### src/rtl/ps2_pkg.sv
// ---------------------------------------------------------------------------
// ps2_pkg
// Shared constants for the PS/2 set-2 scan-code decoder:
//   - prefix bytes (E0 extended, F0 break)
//   - bytes that carry no key information (ignore set) and is_ignored()
//   - 2-bit FSM state encoding used by ps2_scancode_decoder
// ---------------------------------------------------------------------------
package ps2_pkg;

  localparam logic [7:0] PS2_EXT = 8'hE0;
  localparam logic [7:0] PS2_BRK = 8'hF0;

  // Bytes a keyboard sends that are not key codes (errors, BAT, ACK, resend, E1 pause prefix)
  localparam logic [7:0] PS2_IGN_ERR0   = 8'h00;
  localparam logic [7:0] PS2_IGN_BAT    = 8'hAA;
  localparam logic [7:0] PS2_IGN_PAUSE  = 8'hE1;
  localparam logic [7:0] PS2_IGN_ACK    = 8'hFA;
  localparam logic [7:0] PS2_IGN_BATERR = 8'hFC;
  localparam logic [7:0] PS2_IGN_RESEND = 8'hFE;
  localparam logic [7:0] PS2_IGN_ERR1   = 8'hFF;

  // FSM state encoding
  localparam logic [1:0] ST_IDLE    = 2'd0;
  localparam logic [1:0] ST_EXT     = 2'd1;
  localparam logic [1:0] ST_BRK     = 2'd2;
  localparam logic [1:0] ST_EXT_BRK = 2'd3;

  // Returns 1 for bytes that must be dropped without producing an event
  function automatic logic is_ignored(input logic [7:0] b);
    logic res;
    case (b)
      PS2_IGN_ERR0, PS2_IGN_BAT, PS2_IGN_PAUSE, PS2_IGN_ACK,
      PS2_IGN_BATERR, PS2_IGN_RESEND, PS2_IGN_ERR1: res = 1'b1;
      default:                                       res = 1'b0;
    endcase
    return res;
  endfunction

endpackage

### src/rtl/ps2_held_key_table.sv
// ---------------------------------------------------------------------------
// ps2_held_key_table
// Small table of currently held keys, each entry {valid, ext, code}.
// Lookup is combinational; insert/remove/clear take effect on the clock edge.
// Ports:
//   clk     in   clock
//   clear   in   synchronous clear of every entry (driven by block reset)
//   insert  in   store key in the lowest free slot (ignored if present/full)
//   remove  in   invalidate the entry matching key (ignored if absent)
//   key     in   9-bit key identity {ext, code}
//   hit     out  key is currently in the table
//   full    out  all MAX_HELD slots occupied
//   count   out  number of occupied slots (registered)
// ---------------------------------------------------------------------------
module ps2_held_key_table #(
  parameter int MAX_HELD = 4
) (
  input  logic       clk,
  input  logic       clear,
  input  logic       insert,
  input  logic       remove,
  input  logic [8:0] key,
  output logic       hit,
  output logic       full,
  output logic [3:0] count
);

  logic [MAX_HELD-1:0] valid_r;
  logic [8:0]          key_r [MAX_HELD];
  logic [3:0]          count_r;

  logic [MAX_HELD-1:0] match_s;
  logic [MAX_HELD-1:0] free_sel_s;
  logic                found_s;
  logic                insert_ok_s;
  logic                remove_ok_s;

  // Match every slot against the key and pick the lowest free slot
  always_comb begin
    match_s    = '0;
    free_sel_s = '0;
    found_s    = 1'b0;
    for (int i = 0; i < MAX_HELD; i++) begin
      match_s[i] = valid_r[i] && (key_r[i] == key);
      if (!valid_r[i] && !found_s) begin
        free_sel_s[i] = 1'b1;
        found_s       = 1'b1;
      end else begin
        found_s = found_s;
      end
    end
  end

  assign hit         = |match_s;
  assign full        = &valid_r;
  assign insert_ok_s = insert && !hit && !full;
  assign remove_ok_s = remove && hit;
  assign count       = count_r;

  // Slot storage: holes left by removal are reused, no compaction
  always_ff @(posedge clk) begin
    if (clear) begin
      valid_r <= '0;
      for (int i = 0; i < MAX_HELD; i++) begin
        key_r[i] <= 9'd0;
      end
    end else begin
      for (int i = 0; i < MAX_HELD; i++) begin
        if (insert_ok_s && free_sel_s[i]) begin
          valid_r[i] <= 1'b1;
          key_r[i]   <= key;
        end else if (remove_ok_s && match_s[i]) begin
          valid_r[i] <= 1'b0;
        end else begin
          valid_r[i] <= valid_r[i];
        end
      end
    end
  end

  // Occupancy counter kept alongside the slots so it updates on the same edge
  always_ff @(posedge clk) begin
    if (clear) begin
      count_r <= 4'd0;
    end else if (insert_ok_s) begin
      count_r <= count_r + 4'd1;
    end else if (remove_ok_s) begin
      count_r <= count_r - 4'd1;
    end else begin
      count_r <= count_r;
    end
  end

endmodule

### src/rtl/ps2_scancode_decoder.sv
// ---------------------------------------------------------------------------
// ps2_scancode_decoder
// Turns raw PS/2 set-2 bytes into one make event per key press and one break
// event per key release. E0/F0 prefixes are folded into the event, typematic
// repeats are swallowed using a held-key table, and an abandoned prefix is
// dropped after TIMEOUT_CYCLES idle cycles.
// Ports:
//   CLOCK_50        in   system clock
//   reset           in   synchronous active-high reset
//   byte_in         in   received byte, qualified by byte_valid
//   byte_valid      in   1-cycle strobe per received byte
//   event_valid     out  1-cycle pulse, event_* carry a key event
//   event_code      out  scan code without prefixes (holds between events)
//   event_ext       out  code was E0-prefixed (holds between events)
//   event_is_break  out  1 release / 0 press (holds between events)
//   held_count      out  occupied held-key table entries
//   any_held        out  held_count != 0
//   overflow        out  1-cycle pulse, make dropped because table full
//   timeout_err     out  1-cycle pulse, pending prefix abandoned
// ---------------------------------------------------------------------------
module ps2_scancode_decoder #(
  parameter int MAX_HELD       = 4,
  parameter int TIMEOUT_CYCLES = 2500000
) (
  input  logic       CLOCK_50,
  input  logic       reset,
  input  logic [7:0] byte_in,
  input  logic       byte_valid,
  output logic       event_valid,
  output logic [7:0] event_code,
  output logic       event_ext,
  output logic       event_is_break,
  output logic [3:0] held_count,
  output logic       any_held,
  output logic       overflow,
  output logic       timeout_err
);
  import ps2_pkg::*;

  localparam int TW = (TIMEOUT_CYCLES > 1) ? $clog2(TIMEOUT_CYCLES) : 1;
  localparam logic [TW-1:0] TIMER_LAST = TW'(TIMEOUT_CYCLES - 1);

  logic [1:0]    state_r;
  logic [1:0]    state_nxt_s;
  logic [TW-1:0] timer_r;

  logic          fin_valid_s;
  logic          fin_ext_s;
  logic          fin_brk_s;
  logic          timeout_s;
  logic [8:0]    key_s;
  logic          hit_s;
  logic          full_s;
  logic          insert_s;
  logic          remove_s;
  logic          event_s;
  logic          overflow_s;

  logic          event_valid_r;
  logic [7:0]    event_code_r;
  logic          event_ext_r;
  logic          event_is_break_r;
  logic          overflow_r;
  logic          timeout_err_r;

  // Prefix FSM: classify the incoming byte and detect prefix expiry
  always_comb begin
    state_nxt_s = state_r;
    fin_valid_s = 1'b0;
    fin_ext_s   = 1'b0;
    fin_brk_s   = 1'b0;
    timeout_s   = 1'b0;
    if (byte_valid) begin
      if (is_ignored(byte_in)) begin
        state_nxt_s = ST_IDLE;
      end else begin
        case (state_r)
          ST_IDLE: begin
            if (byte_in == PS2_EXT) begin
              state_nxt_s = ST_EXT;
            end else if (byte_in == PS2_BRK) begin
              state_nxt_s = ST_BRK;
            end else begin
              state_nxt_s = ST_IDLE;
              fin_valid_s = 1'b1;
            end
          end
          ST_EXT: begin
            if (byte_in == PS2_BRK) begin
              state_nxt_s = ST_EXT_BRK;
            end else if (byte_in == PS2_EXT) begin
              state_nxt_s = ST_EXT;
            end else begin
              state_nxt_s = ST_IDLE;
              fin_valid_s = 1'b1;
              fin_ext_s   = 1'b1;
            end
          end
          ST_BRK: begin
            if (byte_in == PS2_BRK) begin
              state_nxt_s = ST_BRK;
            end else if (byte_in == PS2_EXT) begin
              state_nxt_s = ST_EXT_BRK;
            end else begin
              state_nxt_s = ST_IDLE;
              fin_valid_s = 1'b1;
              fin_brk_s   = 1'b1;
            end
          end
          ST_EXT_BRK: begin
            if ((byte_in == PS2_EXT) || (byte_in == PS2_BRK)) begin
              state_nxt_s = ST_EXT_BRK;
            end else begin
              state_nxt_s = ST_IDLE;
              fin_valid_s = 1'b1;
              fin_ext_s   = 1'b1;
              fin_brk_s   = 1'b1;
            end
          end
          default: begin
            state_nxt_s = ST_IDLE;
          end
        endcase
      end
    end else if ((state_r != ST_IDLE) && (timer_r == TIMER_LAST)) begin
      // A byte arriving in the expiry cycle takes the branch above instead
      state_nxt_s = ST_IDLE;
      timeout_s   = 1'b1;
    end else begin
      state_nxt_s = state_r;
    end
  end

  // Table actions: a repeat make (hit) does nothing; a break is always reported
  always_comb begin
    key_s      = {fin_ext_s, byte_in};
    insert_s   = fin_valid_s && !fin_brk_s && !hit_s && !full_s;
    remove_s   = fin_valid_s && fin_brk_s && hit_s;
    event_s    = fin_valid_s && (fin_brk_s || (!hit_s && !full_s));
    overflow_s = fin_valid_s && !fin_brk_s && !hit_s && full_s;
  end

  ps2_held_key_table #(
    .MAX_HELD (MAX_HELD)
  ) u_table (
    .clk    (CLOCK_50),
    .clear  (reset),
    .insert (insert_s),
    .remove (remove_s),
    .key    (key_s),
    .hit    (hit_s),
    .full   (full_s),
    .count  (held_count)
  );

  // FSM state and prefix timer; timer runs only while a prefix is pending
  always_ff @(posedge CLOCK_50) begin
    if (reset) begin
      state_r <= ST_IDLE;
      timer_r <= '0;
    end else begin
      state_r <= state_nxt_s;
      if (byte_valid || timeout_s || (state_r == ST_IDLE)) begin
        timer_r <= '0;
      end else begin
        timer_r <= timer_r + TW'(1);
      end
    end
  end

  // Output registers: pulses last one cycle, event fields hold between events
  always_ff @(posedge CLOCK_50) begin
    if (reset) begin
      event_valid_r    <= 1'b0;
      event_code_r     <= 8'd0;
      event_ext_r      <= 1'b0;
      event_is_break_r <= 1'b0;
      overflow_r       <= 1'b0;
      timeout_err_r    <= 1'b0;
    end else begin
      event_valid_r <= event_s;
      overflow_r    <= overflow_s;
      timeout_err_r <= timeout_s;
      if (event_s) begin
        event_code_r     <= byte_in;
        event_ext_r      <= fin_ext_s;
        event_is_break_r <= fin_brk_s;
      end else begin
        event_code_r     <= event_code_r;
        event_ext_r      <= event_ext_r;
        event_is_break_r <= event_is_break_r;
      end
    end
  end

  assign event_valid    = event_valid_r;
  assign event_code     = event_code_r;
  assign event_ext      = event_ext_r;
  assign event_is_break = event_is_break_r;
  assign overflow       = overflow_r;
  assign timeout_err    = timeout_err_r;
  assign any_held       = (held_count != 4'd0);

endmodule
### config.mk
export PLATFORM = sky130hd
export DESIGN_NAME = ps2_scancode_decoder
export DESIGN_NICKNAME = d
export VERILOG_FILES = /design/src/rtl/ps2_pkg.sv /design/src/rtl/ps2_held_key_table.sv /design/src/rtl/ps2_scancode_decoder.sv
export SDC_FILE = /design/constraint.sdc
export NUM_CORES = 1
export LEC_CHECK = 0
export ABC_AREA = 1
export BUFFER_PORTS_ARGS = -buffer_cell sky130_fd_sc_hd__clkbuf_2
export CAP_MARGIN = 30
export CORE_MARGIN = 4
export CORE_UTILIZATION = 53
export CTS_CLUSTER_SIZE = 8
export DETAILED_ROUTE_END_ITERATION = 8
export PLACE_DENSITY = 0.71
export SYNTH_ARGS = -nofsm -noshare
export SYNTH_HDL_FRONTEND = slang
export SYNTH_SLANG_ARGS = --single-unit
### constraint.sdc
create_clock -name CLOCK_50 -period 7.73 [get_ports CLOCK_50]
set_input_delay 1.1595 -clock CLOCK_50 [delete_from_list [all_inputs] [get_ports CLOCK_50]]
set_output_delay 1.1595 -clock CLOCK_50 [all_outputs]
set_load 0.1 [all_outputs]
==> Yosys cells after proc, flatten, opt, wreduce, memory -nomap -nowiden <==
Memory sizes are Yosys's and may differ from the RTL's.
Cells that the tools add are included.
Widths: inputs -> output; s select.
{ "word_totals": {"mem_count": 1, "elab_cells": 154, "regBits": 45, "input_bits": 11, "ramBits": 36, "output_inout_bits": 18} }
{ "op_classes": {"eq_ne": 16, "n_bitwise": 4, "addsub": 3, "mux": 63, "reduce_logical": 54} }
{ "mem_list": {"columns": ["name", "words", "width", "rd", "rd_clocked_by_memory_dff", "wr", "line", "rtl"], "rows": [
  ["u_table.key_r", 4, 9, 4, 0, 4, "ps2_held_key_table.sv:29", "logic [8:0] key_r [MAX_HELD];"]
]} }
{ "op_table": {"columns": ["operator", "count"], "rows": [
  ["$eq 8x8->1 const B", 8],
  ["$mux 1", 44],
  ["$eq 9x9->1", 4],
  ["$mux 9", 4],
  ["$logic_and 1x1->1", 27],
  ["$add 22x1->22 const B", 1],
  ["$eq 22x22->1 const B", 1],
  ["$mux 2", 9],
  ["$reduce_bool 2->1", 7],
  ["$logic_not 1->1", 8],
  ["$logic_not 8->1", 1],
  ["$mux 4", 2],
  ["$pmux 2 s4", 1],
  ["$reduce_or 7->1", 1],
  ["$add 4x1->4 const B", 1],
  ["$eq 2x2->1 const B", 2],
  ["$logic_or 1x1->1", 4],
  ["$or 1x1->1", 4],
  ["$pmux 1 s2", 2],
  ["$reduce_and 4->1", 1],
  ["$reduce_bool 4->1", 1],
  ["$reduce_or 2->1", 2],
  ["$reduce_or 4->1", 1],
  ["$sub 4x1->4 const B", 1],
  ["3 further kinds", 3]
]} }

==> Longest topological paths before layout <==
Gate-level depths: netlist of run 1.
{ "depth": {"ltp_word": 19, "depth_mapped": 22, "ltp_nobuf": 21} }

==> Cells and area by module <==
Synthesis of run 1 repeated with hierarchy kept, for this count alone.
{ "unflattened": {"cells_unflattened": 588, "hier_area_um2": 4513.1} }
{ "by_module_without_submodules": {"columns": ["mod", "seq_area_each_um2", "cells_per_inst", "instances", "area_per_inst_um2"], "rows": [
  ["ps2_held_key_table", 1241.2, 295, 1, 2393.5],
  ["ps2_scancode_decoder", 740.7, 293, 1, 2119.5]
]} }

==> Least setup slack after synthesis of run 1 <==
No wires, ideal clock.
{ "synth_path": {"kind": "input to register", "from": "input byte_in[2]", "to": "memory u_table.key_r[1][0] (enable)", "path_stages": 14, "setup_ns": 0.390, "setup_slack_ns": 4.089, "t_required_ns": 7.340, "n_path_buf": 1, "arrival_time_ns": 3.251, "cell_sequence": "buf_4 > inv_6 > nand2_2 > nor2_2 > nand2_1 > nand2_2 > nor2_4 > nand3_4 > nand2_2 > nand3_2 > nand2_2 > nor2_4 > nand3_4 > o31ai_1"} }
{ "synth_lines": {"columns": ["element", "line", "rtl"], "rows": [
  ["from (decl)", "ps2_scancode_decoder.sv:27", "input logic [7:0] byte_in,"],
  ["to (decl)", "ps2_held_key_table.sv:29", null]
]} }

==> Final worst setup path of run 1 <==
{ "layout_path": {"from": "input byte_in[1]", "to": "register u_table.count_r[3], in the netlist u_table.count[3]"} }
{ "layout_between": {"elab_chain_cells": 15, "word_cells_on_any_way": 48, "classes_between": "eq/ne: 12; mux: 17; reduce/logical: 19"} }
{ "layout_lines": {"columns": ["element", "line", "rtl"], "rows": [
  ["$eq 8x8->1, or another cell as far along", "ps2_pkg.sv:31", "case (b)"],
  ["$reduce_or 7->1, or another cell as far along", "ps2_pkg.sv:31", null],
  ["$mux 1, on equally long branches", "ps2_pkg.sv:31, ps2_scancode_decoder.sv:89, ps2_scancode_decoder.sv:111", null],
  ["$mux 1 / $pmux 1 s2 (equally long branches)", "ps2_scancode_decoder.sv:73, ps2_scancode_decoder.sv:77", null],
  ["$mux 1", "ps2_scancode_decoder.sv:74", "if (is_ignored(byte_in)) begin"],
  ["$mux 1", "ps2_scancode_decoder.sv:73", "if (byte_valid) begin"],
  ["$eq 9x9->1", "ps2_held_key_table.sv:44", "match_s[i] = valid_r[i] && (key_r[i] == key);"],
  ["$logic_and 1x1->1", "ps2_held_key_table.sv:44", null],
  ["$reduce_or 4->1", "ps2_held_key_table.sv:54", "assign hit = |match_s;"],
  ["$logic_not 1->1", "ps2_held_key_table.sv:56, ps2_scancode_decoder.sv:137", null],
  ["$logic_and 1x1->1 (2 in a row)", "ps2_scancode_decoder.sv:137", "insert_s = fin_valid_s && !fin_brk_s && !hit_s && !full_s;"],
  ["$logic_and 1x1->1 (2 in a row)", "ps2_held_key_table.sv:56", "assign insert_ok_s = insert && !hit && !full;"],
  ["$mux 4 / $reduce_bool 2->1 (equally long branches)", null, null],
  ["to (signal assigned)", "ps2_held_key_table.sv:86", "count_r <= count_r + 4'd1;"],
  ["to (signal assigned)", "ps2_held_key_table.sv:88", "count_r <= count_r - 4'd1;"],
  ["to (signal assigned)", "ps2_held_key_table.sv:90", "count_r <= count_r;"],
  ["to (decl)", "ps2_held_key_table.sv:30", "logic [3:0] count_r;"]
]} }
Parallel ways exist; a longest one is shown, timed or not. The select of a mux whose other input is x is not followed.
A chain may end at the register's enable or synchronous reset.

==> results.cfg, run 1 <==
[clock_network]
cts_root_buffer = clkbuf_8
cts.reportedPaths.clkPinSlew_ns = 0.07
cts.hold.buffers_added = 0
cts_tree = yes
postCtsSetupBuffers = 0
cts_buffer_depth = 2
cts_buffers = 9
cts.sinks = 81
htree_levels = 3
insertion_delay_ns = 0.36
cts.repair.resized = 0

[die]
fp.coreArea_um2 = 7370
die_w_um = 95.65
num_rows = 31
die-area_um2 = 9148
die_h_um = 95.65
pin_count = 29
start_util = 0.5525

[finish]
drive_above_1_share = 0.1679
synthToLayoutAreaGrowth_pct = 11.09
regArea_um2 = 1982
multiInputGateArea_um2 = 1827
nets = 534
fillers = 662
antennaDiodeCount = 0

[route]
wl_per_cell_um = 13.59
vias_per_cell = 5.239
drc = 0
drt_first_pass_iters = 4
drt_iter0_drc = 136
ant_nets = 0
wl_mm = 8.468
num_vias = 3264

[synth]
ys_seq_elements = 81
ys_seq_area_frac = 0.4868
synth_top_area_frac = 0.2655
mappedNetlistNets = 505
synth_ff_type = dfxtp_1
ys_types = 38
ys_async_sr_fraction = 0
synthMostInstantiatedCell = nand2_1
yosys-top-cells-count = nand2_1, nor2_1, dfxtp_1, inv_1, edfxtp_1
synth-edff-count = 36
ys_top_cells_by_area = edfxtp_1, dfxtp_1, nand2_1
yosysTopAreaCell = edfxtp_1
synthCells = 490
syn-cell-area_um2 = 4071
ys_warn_count = 0
synth_area_per_cell_um2 = 8.309

[setup_path]
critPathArrivalTime_ns = 4.02
max_stage_delay_ns = 0.37
ff2ff_path_depth = 17
path_depth = 22
start_kind = primary input
critPathKind = in -> reg
slowest_stage = ha_1
crit_family = simple AND/OR/NAND/NOR gates
path_cells = clkbuf_2, inv_1, nand2_1, nor2_2, nand2_1, nand2_2, nor2_4, nand3_4, nand2_1, nand3_2, nand2_2, nor2_4, nand3_4, ha_1, nand2_1, nand2_1, a31oi_1, inv_1, nand4_1, nand3_1, nand2_1, nor2_1
crit_top_cell = nand2_1
worst-path-buf-inv = 3
end_kind = flop
cp_max_fo = 12
cp.required_ns = 7.98

[timing]
finalClockSkew_ns = 0.01083
slew_headroom = 0.5584
tns_ns = 0
finalHoldViolCount = 0
drv_slew = 0
worst_pin_slew_ns = 0.6606
max_freq_mhz = 265.5
fin_crit_sh = 0.4873
rsz0062_at_grt = no
fin_crit_ns = 3.767
setup_violations = 0

[outcome]
status = finished clean

[place]
dpl.hpwl_mm = 6.263
port_buffers = 28
place_congestion = 0.8795

[global_routing]
grt_max_degree = 20
grt_pass1_vias = 3076
grt_pass1_wl_mm = 14.55
antenna_found_initial = 0
overflow = 0
grt_usage = 0.2100

[power]
p_leak_nw = 1.727
ir_drop_mv = 0.1034
power.density_nw_per_um2 = 206.3
total_power_mw = 0.9331

[worst_hold_path]
hold_class = reg -> reg
hold_depth = 2

[run]
maxCapViolations = 0
area by class of cell:
| type | count | area share |
|---|---|---|
| Multi-Input combinational cell | 345 | 0.4039 |
| Sequential cell | 81 | 0.4382 |
| Clock buffer | 12 | 0.04398 |
| Tap cell | 99 | 0.02739 |
| Timing Repair Buffer | 31 | 0.03596 |
| Inverter | 51 | 0.04454 |
| Clock inverter | 4 | 0.006086 |
cells by family (layout without fill, tap and decap cells):
kind of cell / after synthesis / after routing / synth area share
buffers and inverters: 64 / 98 / 0.06453
adder cells (fa/ha/maj): 4 / 4 / 0.01414
XOR/XNOR: 18 / 18 / 0.03872
AND/OR/NAND/NOR: 260 / 260 / 0.3107
flip-flops: 81 / 81 / 0.4868
AO/OA/AOI/OAI: 63 / 63 / 0.08513
flip-flops by register name, indices dropped and copies added, names as in the netlist:
signal,flops
u_table.key_r,36
timer_r,22
event_code,8
u_table.count,4
u_table.valid_r,4
state_r,2
event_ext,1
event_is_break,1
event_valid,1
overflow,1
timeout_err,1
worst min-delay path, cell delays in order, from the launching register on:
cell,delay (ns)
dfxtp_1,0.31
nand2_1,0.06
a21oi_1,0.05
layout by cell type, fill, tap and decap left out, types with 15 or more instances in the layout:
cell type and instances:
nand2_1 86, nor2_1 79, dfxtp_1 45, inv_1 44, edfxtp_1 36, a21oi_1 28, clkbuf_2 28, nand3_1 26
o21ai_0 20, nand4_1 15, nor3_1 15
final timing paths:
| kind | slack (ns) | startpoint | to |
|---|---|---|---|
| setup / recovery | 3.96 | byte_in[1] | u_table.count[3] |
| hold / removal | 0.47 | event_is_break | event_is_break |
| setup reg to reg | 5.02 | u_table.valid_r[0] | u_table.count[3] |
| hold reg to reg | 0.47 | event_is_break | event_is_break |
layer usage:
metal	GRT usage	vias up	share of wire
met5	0	-	0
met1	0.2620	1479	0.44
met2	0.3521	76	0.49
met3	0.05209	13	0.051
met4	0.07583	0	0.021
li1	-	1696	-
report_power, final:
part | leakage [nW] | internal [mW] | switching, mW
clock network | 0.114 | 0.175 | 0.154
registers | 0.744 | 0.463 | 0.00986
logic | 0.869 | 0.0290 | 0.101
total | 1.73 | 0.668 | 0.265
stage by stage:
step             util  hold slack (ns)  area (um2)  setup WS [ns]  cells
6_report       0.6138           0.4719        4523          3.963    623
5_1_grt        0.6138           0.4986        4523          3.678    623
4_1_cts        0.6138           0.4785        4523          4.040    623
3_5_place_dp   0.5830           0.4666        4297          3.665    607
3_3_place_gp   0.5830           0.4443        4297          3.885    607
2_1_floorplan       -           0.4295        4071          4.089    490
(Power assumes the default switching activity.)
==> inputs of run 2 (changes only) <==
--- a/config.mk
+++ b/config.mk
@@ -5,7 +5,7 @@
 export SDC_FILE = /design/constraint.sdc
 export NUM_CORES = 1
 export LEC_CHECK = 0
-export ABC_AREA = 1
+export ABC_AREA = 0
 export BUFFER_PORTS_ARGS = -buffer_cell sky130_fd_sc_hd__clkbuf_2
 export CAP_MARGIN = 30
 export CORE_MARGIN = 4
==> constraint.sdc (replaced) <==
create_clock -name CLOCK_50 -period 3.64 [get_ports CLOCK_50]
set_input_delay 0.546 -clock CLOCK_50 [delete_from_list [all_inputs] [get_ports CLOCK_50]]
set_output_delay 0.546 -clock CLOCK_50 [all_outputs]
set_load 0.1 [all_outputs]
==> results.cfg, run 2 <==
[outcome]
status = finished clean

[clock_network]
cts.repair.resized = 0
cts_tree = yes
cts_buffers = 9
cts.sinks = 81
cts.hold.buffers_added = 0
cts_buffer_depth = 2
insertion_delay_ns = 0.34
postCtsSetupBuffers = 0
htree_levels = 3
cts_root_buffer = clkbuf_8
cts.reportedPaths.clkPinSlew_ns = 0.08

[finish]
top_register = u_table.key_r
nets = 437
fin_cells = 526
final_common_cell = nor2_1
fillers = 662
regArea_um2 = 1982
synthToLayoutAreaGrowth_pct = 10.42
largest_reg_flops = 36
layout_common_cells = nor2_1, dfxtp_1, and2_1
drive_above_1_share = 0.1663
multiInputGateArea_um2 = 1897
antennaDiodeCount = 0

[synth]
yosysTopAreaCell = edfxtp_1
ys_async_sr_fraction = 0
mappedNetlistNets = 403
synthMostInstantiatedCell = nor2_1
ys_seq_elements = 81
yosys-top-cells-count = nor2_1, dfxtp_1, and2_1, edfxtp_1, xor2_1
synthCells = 388
ys_types = 52
synth_top_area_frac = 0.2697
ys_warn_count = 0
synth_area_per_cell_um2 = 10.33
ys_top_cells_by_area = edfxtp_1, dfxtp_1, xor2_1
ys_seq_area_frac = 0.4944
syn-cell-area_um2 = 4009
synth_ff_type = dfxtp_1
synth-edff-count = 36

[route]
wl_per_cell_um = 15.29
drt_first_pass_iters = 4
drt_iter0_drc = 144
vias_per_cell = 5.363
drc = 0
num_vias = 2821
wl_mm = 8.040
ant_nets = 0

[setup_path]
end_kind = flop
path_cells = clkbuf_2, xor2_1, nor4_1, nand4_1, o221ai_1, o32ai_2, o2111ai_2, ha_1, a21o_1, a21oi_1, mux2i_1, mux2_1
max_stage_delay_ns = 0.33
critPathKind = in -> reg
critPathArrivalTime_ns = 3.29
cp_max_fo = 14
start_kind = primary input
cp.required_ns = 3.87
slowest_stage = o221ai_1

[die]
pin_count = 29
die_h_um = 94.97
die-area_um2 = 9019
fp.coreArea_um2 = 7292
die_w_um = 94.97
start_util = 0.5498
num_rows = 31

[worst_hold_path]
hold_class = in -> reg

[timing]
worst_pin_slew_ns = 0.5480
slew_headroom = 0.6362
rsz0062_at_grt = no
fin_crit_ns = 3.058
finalHoldViolCount = 0
tns_ns = 0
max_freq_mhz = 327.0
finalClockSkew_ns = 0.007422
fin_crit_sh = 0.8401
setup_violations = 0
drv_slew = 0

[global_routing]
grt_max_degree = 24
grt_pass1_vias = 2728
overflow = 0
antenna_found_initial = 0
grt_usage = 0.2011
grt_pass1_wl_mm = 13.77

[place]
dp.cells = 510
dpl.hpwl_mm = 5.721
port_buffers = 28
place_congestion = 0.8565

[power]
p_leak_nw = 1.654
ir_drop_mv = 0.2217
power.density_nw_per_um2 = 415.9

[run]
maxCapViolations = 0
[run 2: cell count changes after synthesis, moves of 8 or more]
cell,delta
nor4_1,+8
nand2_2,-8
nor2_2,-11
xnor2_1,+16
nand2_1,-68
nand3_1,-11
a21oi_1,-23
inv_1,-37
and2_1,+37
xor2_1,+24
nor2_1,-30
o21ai_0,-13
mux2i_1,+10
[run 2: worst max-delay path, delay by kind of cell]
kind / cells / cell delay (ns)
AO/OA/AOI/OAI: 5 / 0.98
multiplexers: 2 / 0.55
AND/OR/NAND/NOR: 2 / 0.48
adder cells (fa/ha/maj): 1 / 0.27
buffers and inverters: 1 / 0.23
XOR/XNOR: 1 / 0.22
[run 2: final cells by class]
type | count | area share
Clock inverter | 6 | 0.007349
Clock buffer | 10 | 0.02883
Tap cell | 99 | 0.02798
Timing Repair Buffer | 41 | 0.05370
Inverter | 7 | 0.005936
Multi-Input combinational cell | 282 | 0.4285
Sequential cell | 81 | 0.4477
[run 2: power by group]
group	leakage [nW]	switching (mW)	internal, mW
registers	0.743	0.0243	0.985
clock network	0.0905	0.313	0.244
logic	0.820	0.199	0.0759
total	1.65	0.537	1.30
[run 2: through the flow]
stage                     area [um2]  setup slack [ns]  hold slack [ns]  total power [mW]  utilization
after global routing            4427            0.2759           0.4144             1.926       0.6071
after global placement          4267            0.2884           0.4419             1.303       0.5851
final                           4427            0.5822           0.4172             1.841       0.6071
after detailed placement        4267            0.2163           0.4560             1.306       0.5851
after CTS                       4427            0.5989           0.4065             1.859       0.6071
after floorplan                 4009            0.2927           0.4297             1.247            -
[run 2: worst paths after layout]
path                            start               end  slack [ns]  cells past startpoint
hold / removal             byte_valid       timeout_err        0.42                      2
hold reg to reg            timer_r[0]        timer_r[0]        0.47                      1
setup reg to reg  u_table.key_r[3][4]  u_table.count[3]        0.68                     11
setup / recovery           byte_in[3]  u_table.count[3]        0.58                     12
[run 2: logic make-up (layout without fill, tap and decap cells)]
kind of cell / count (synthesis) / after routing / share of synthesized area
AND/OR/NAND/NOR: 180 / 180 / 0.2478
flip-flops: 81 / 81 / 0.4944
XOR/XNOR: 58 / 58 / 0.1267
AO/OA/AOI/OAI: 29 / 29 / 0.05649
buffers and inverters: 25 / 64 / 0.03246
multiplexers: 11 / 11 / 0.02778
adder cells (fa/ha/maj): 4 / 4 / 0.01436
[run 2: layer usage]
metal,wire (um),track usage
met1,3884,0.2929
met2,3704,0.2977
met3,335,0.03984
met4,115,0.07091
met5,0,0
==> inputs of run 3 (changes only) <==
--- a/config.mk
+++ b/config.mk
@@ -5,14 +5,14 @@
 export SDC_FILE = /design/constraint.sdc
 export NUM_CORES = 1
 export LEC_CHECK = 0
-export ABC_AREA = 0
+export ABC_AREA = 1
 export BUFFER_PORTS_ARGS = -buffer_cell sky130_fd_sc_hd__clkbuf_2
 export CAP_MARGIN = 30
 export CORE_MARGIN = 4
 export CORE_UTILIZATION = 53
 export CTS_CLUSTER_SIZE = 8
 export DETAILED_ROUTE_END_ITERATION = 8
-export PLACE_DENSITY = 0.71
+export PLACE_DENSITY = 0.74
 export SYNTH_ARGS = -nofsm -noshare
 export SYNTH_HDL_FRONTEND = slang
 export SYNTH_SLANG_ARGS = --single-unit
==> constraint.sdc (replaced) <==
create_clock -name CLOCK_50 -period 2.7 [get_ports CLOCK_50]
set_input_delay 0.405 -clock CLOCK_50 [delete_from_list [all_inputs] [get_ports CLOCK_50]]
set_output_delay 0.405 -clock CLOCK_50 [all_outputs]
set_load 0.1 [all_outputs]
==> results.cfg, run 3 (synthesis gave the netlist of run 1 again) <==
[power]
total_power_mw = 2.630
ir_drop_mv = 0.3101
p_leak_nw = 1.874
power.density_nw_per_um2 = 549.5

[timing]
finalClockSkew_ns = 0.009308
tns_ns = 0
whs_ns = 0.2867
setup_violations = 0
fin_crit_ns = 2.391
slew_headroom = 0.6372
fin_ws_ns = 0.3093
fin_crit_sh = 0.8855
drv_slew = 0
rsz0062_at_grt = no
max_freq_mhz = 418.3
worst_pin_slew_ns = 0.5464
finalHoldViolCount = 0

[place]
dp.cells = 639
dpl-instance-area_um2 = 4562
dpl.hpwl_mm = 6.684
place_ws_ns = -0.1332
place_congestion = 0.9401
port_buffers = 28

[setup_path]
critPathArrivalTime_ns = 2.65
cp_max_fo = 4
end_kind = flop
start_kind = flop
cp.required_ns = 2.96
critPathKind = reg -> reg

[route]
vias_per_cell = 5.337
wl_per_cell_um = 13.80
drt_iter0_drc = 245
wl_mm = 9.041
num_vias = 3496
drc = 0
drt_first_pass_iters = 5
ant_nets = 0

[clock_network]
cts.sinks = 81
cts_buffers = 9
cts_tree = yes
cts_buffer_depth = 2
cts.reportedPaths.clkPinSlew_ns = 0.08
cts_root_buffer = clkbuf_8
insertion_delay_ns = 0.36
htree_levels = 3
postCtsSetupBuffers = 0

[finish]
fin_cells = 655
synthToLayoutAreaGrowth_pct = 17.55
final_common_cell = nand2_1
layout_common_cells = nand2_1, nor2_1, dfxtp_1
top_register = u_table.key_r
nets = 566
fin_area_um2 = 4786
post-route-util = 0.6494
antennaDiodeCount = 0
drive_above_1_share = 0.2230
largest_reg_flops = 36

[die]
start_util = 0.5525
die_w_um = 95.65
num_rows = 31
die_h_um = 95.65
die-area_um2 = 9148
fp.coreArea_um2 = 7370
pin_count = 29

[run]
maxCapViolations = 0

[outcome]
status = finished clean

[global_routing]
grt_pass1_vias = 3204
antenna_found_initial = 0
overflow = 0
grt_max_degree = 20
grt_usage = 0.2145
grt_pass1_wl_mm = 14.91

[worst_hold_path]
hold_class = in -> reg
## run 3: critical path: stages, from the launching register on
cell and delay, ns:
edfxtp_1 0.39, nand2_1 0.08, nand2_1 0.05, a211oi_1 0.16, nand2_1 0.09, nor3_1 0.21, buf_4 0.16, nand3_2 0.09
nand2_2 0.11, nor2_4 0.05, nand3_4 0.08, ha_4 0.21, nand2_1 0.06, nand2_1 0.04, a31oi_1 0.18, inv_1 0.06
nand4_1 0.10, nand3_1 0.08, nand2_1 0.06, nor2_1 0.04
## run 3: worst paths after layout
path	to	depth (start not counted)	startpoint	slack (ns)
hold reg to reg	event_is_break	2	event_is_break	0.47
setup reg to reg	u_table.count[3]	19	u_table.key_r[0][0]	0.31
setup / recovery	u_table.count[3]	19	u_table.key_r[0][0]	0.31
hold / removal	timeout_err	2	byte_valid	0.29
## run 3: final cells by class
type,count,area [um2]
multi-input cells,345,1857
fillers,637,2584
flip-flops and latches,81,1982
inverters,51,203.9
repair buffers,63,430.4
clock inverters,4,22.52
well taps,99,123.9
clock buffers,12,166.4
## run 3: per-layer routing
layer	wire [um]	track usage	vias to the layer above
met5	0	0	-
met4	300	0.1185	0
met3	497	0.02999	28
met2	4151	0.3422	114
met1	4090	0.2797	1583
li1	-	-	1771
## run 3: power breakdown
group | leakage [nW] | switching, mW | total (mW) | internal (mW)
clock | 0.102 | 0.443 | 0.857 | 0.414
sequential | 0.744 | 0.0292 | 1.36 | 1.33
combinational | 1.03 | 0.298 | 0.416 | 0.118
total | 1.87 | 0.771 | 2.63 | 1.86
## run 3: what timing repair did
item	4_1_cts	5_1_grt
endpoints found under the hold margin	0	0
hold buffers	0	0
setup endpoints to repair	0	2
resized for setup	0	10
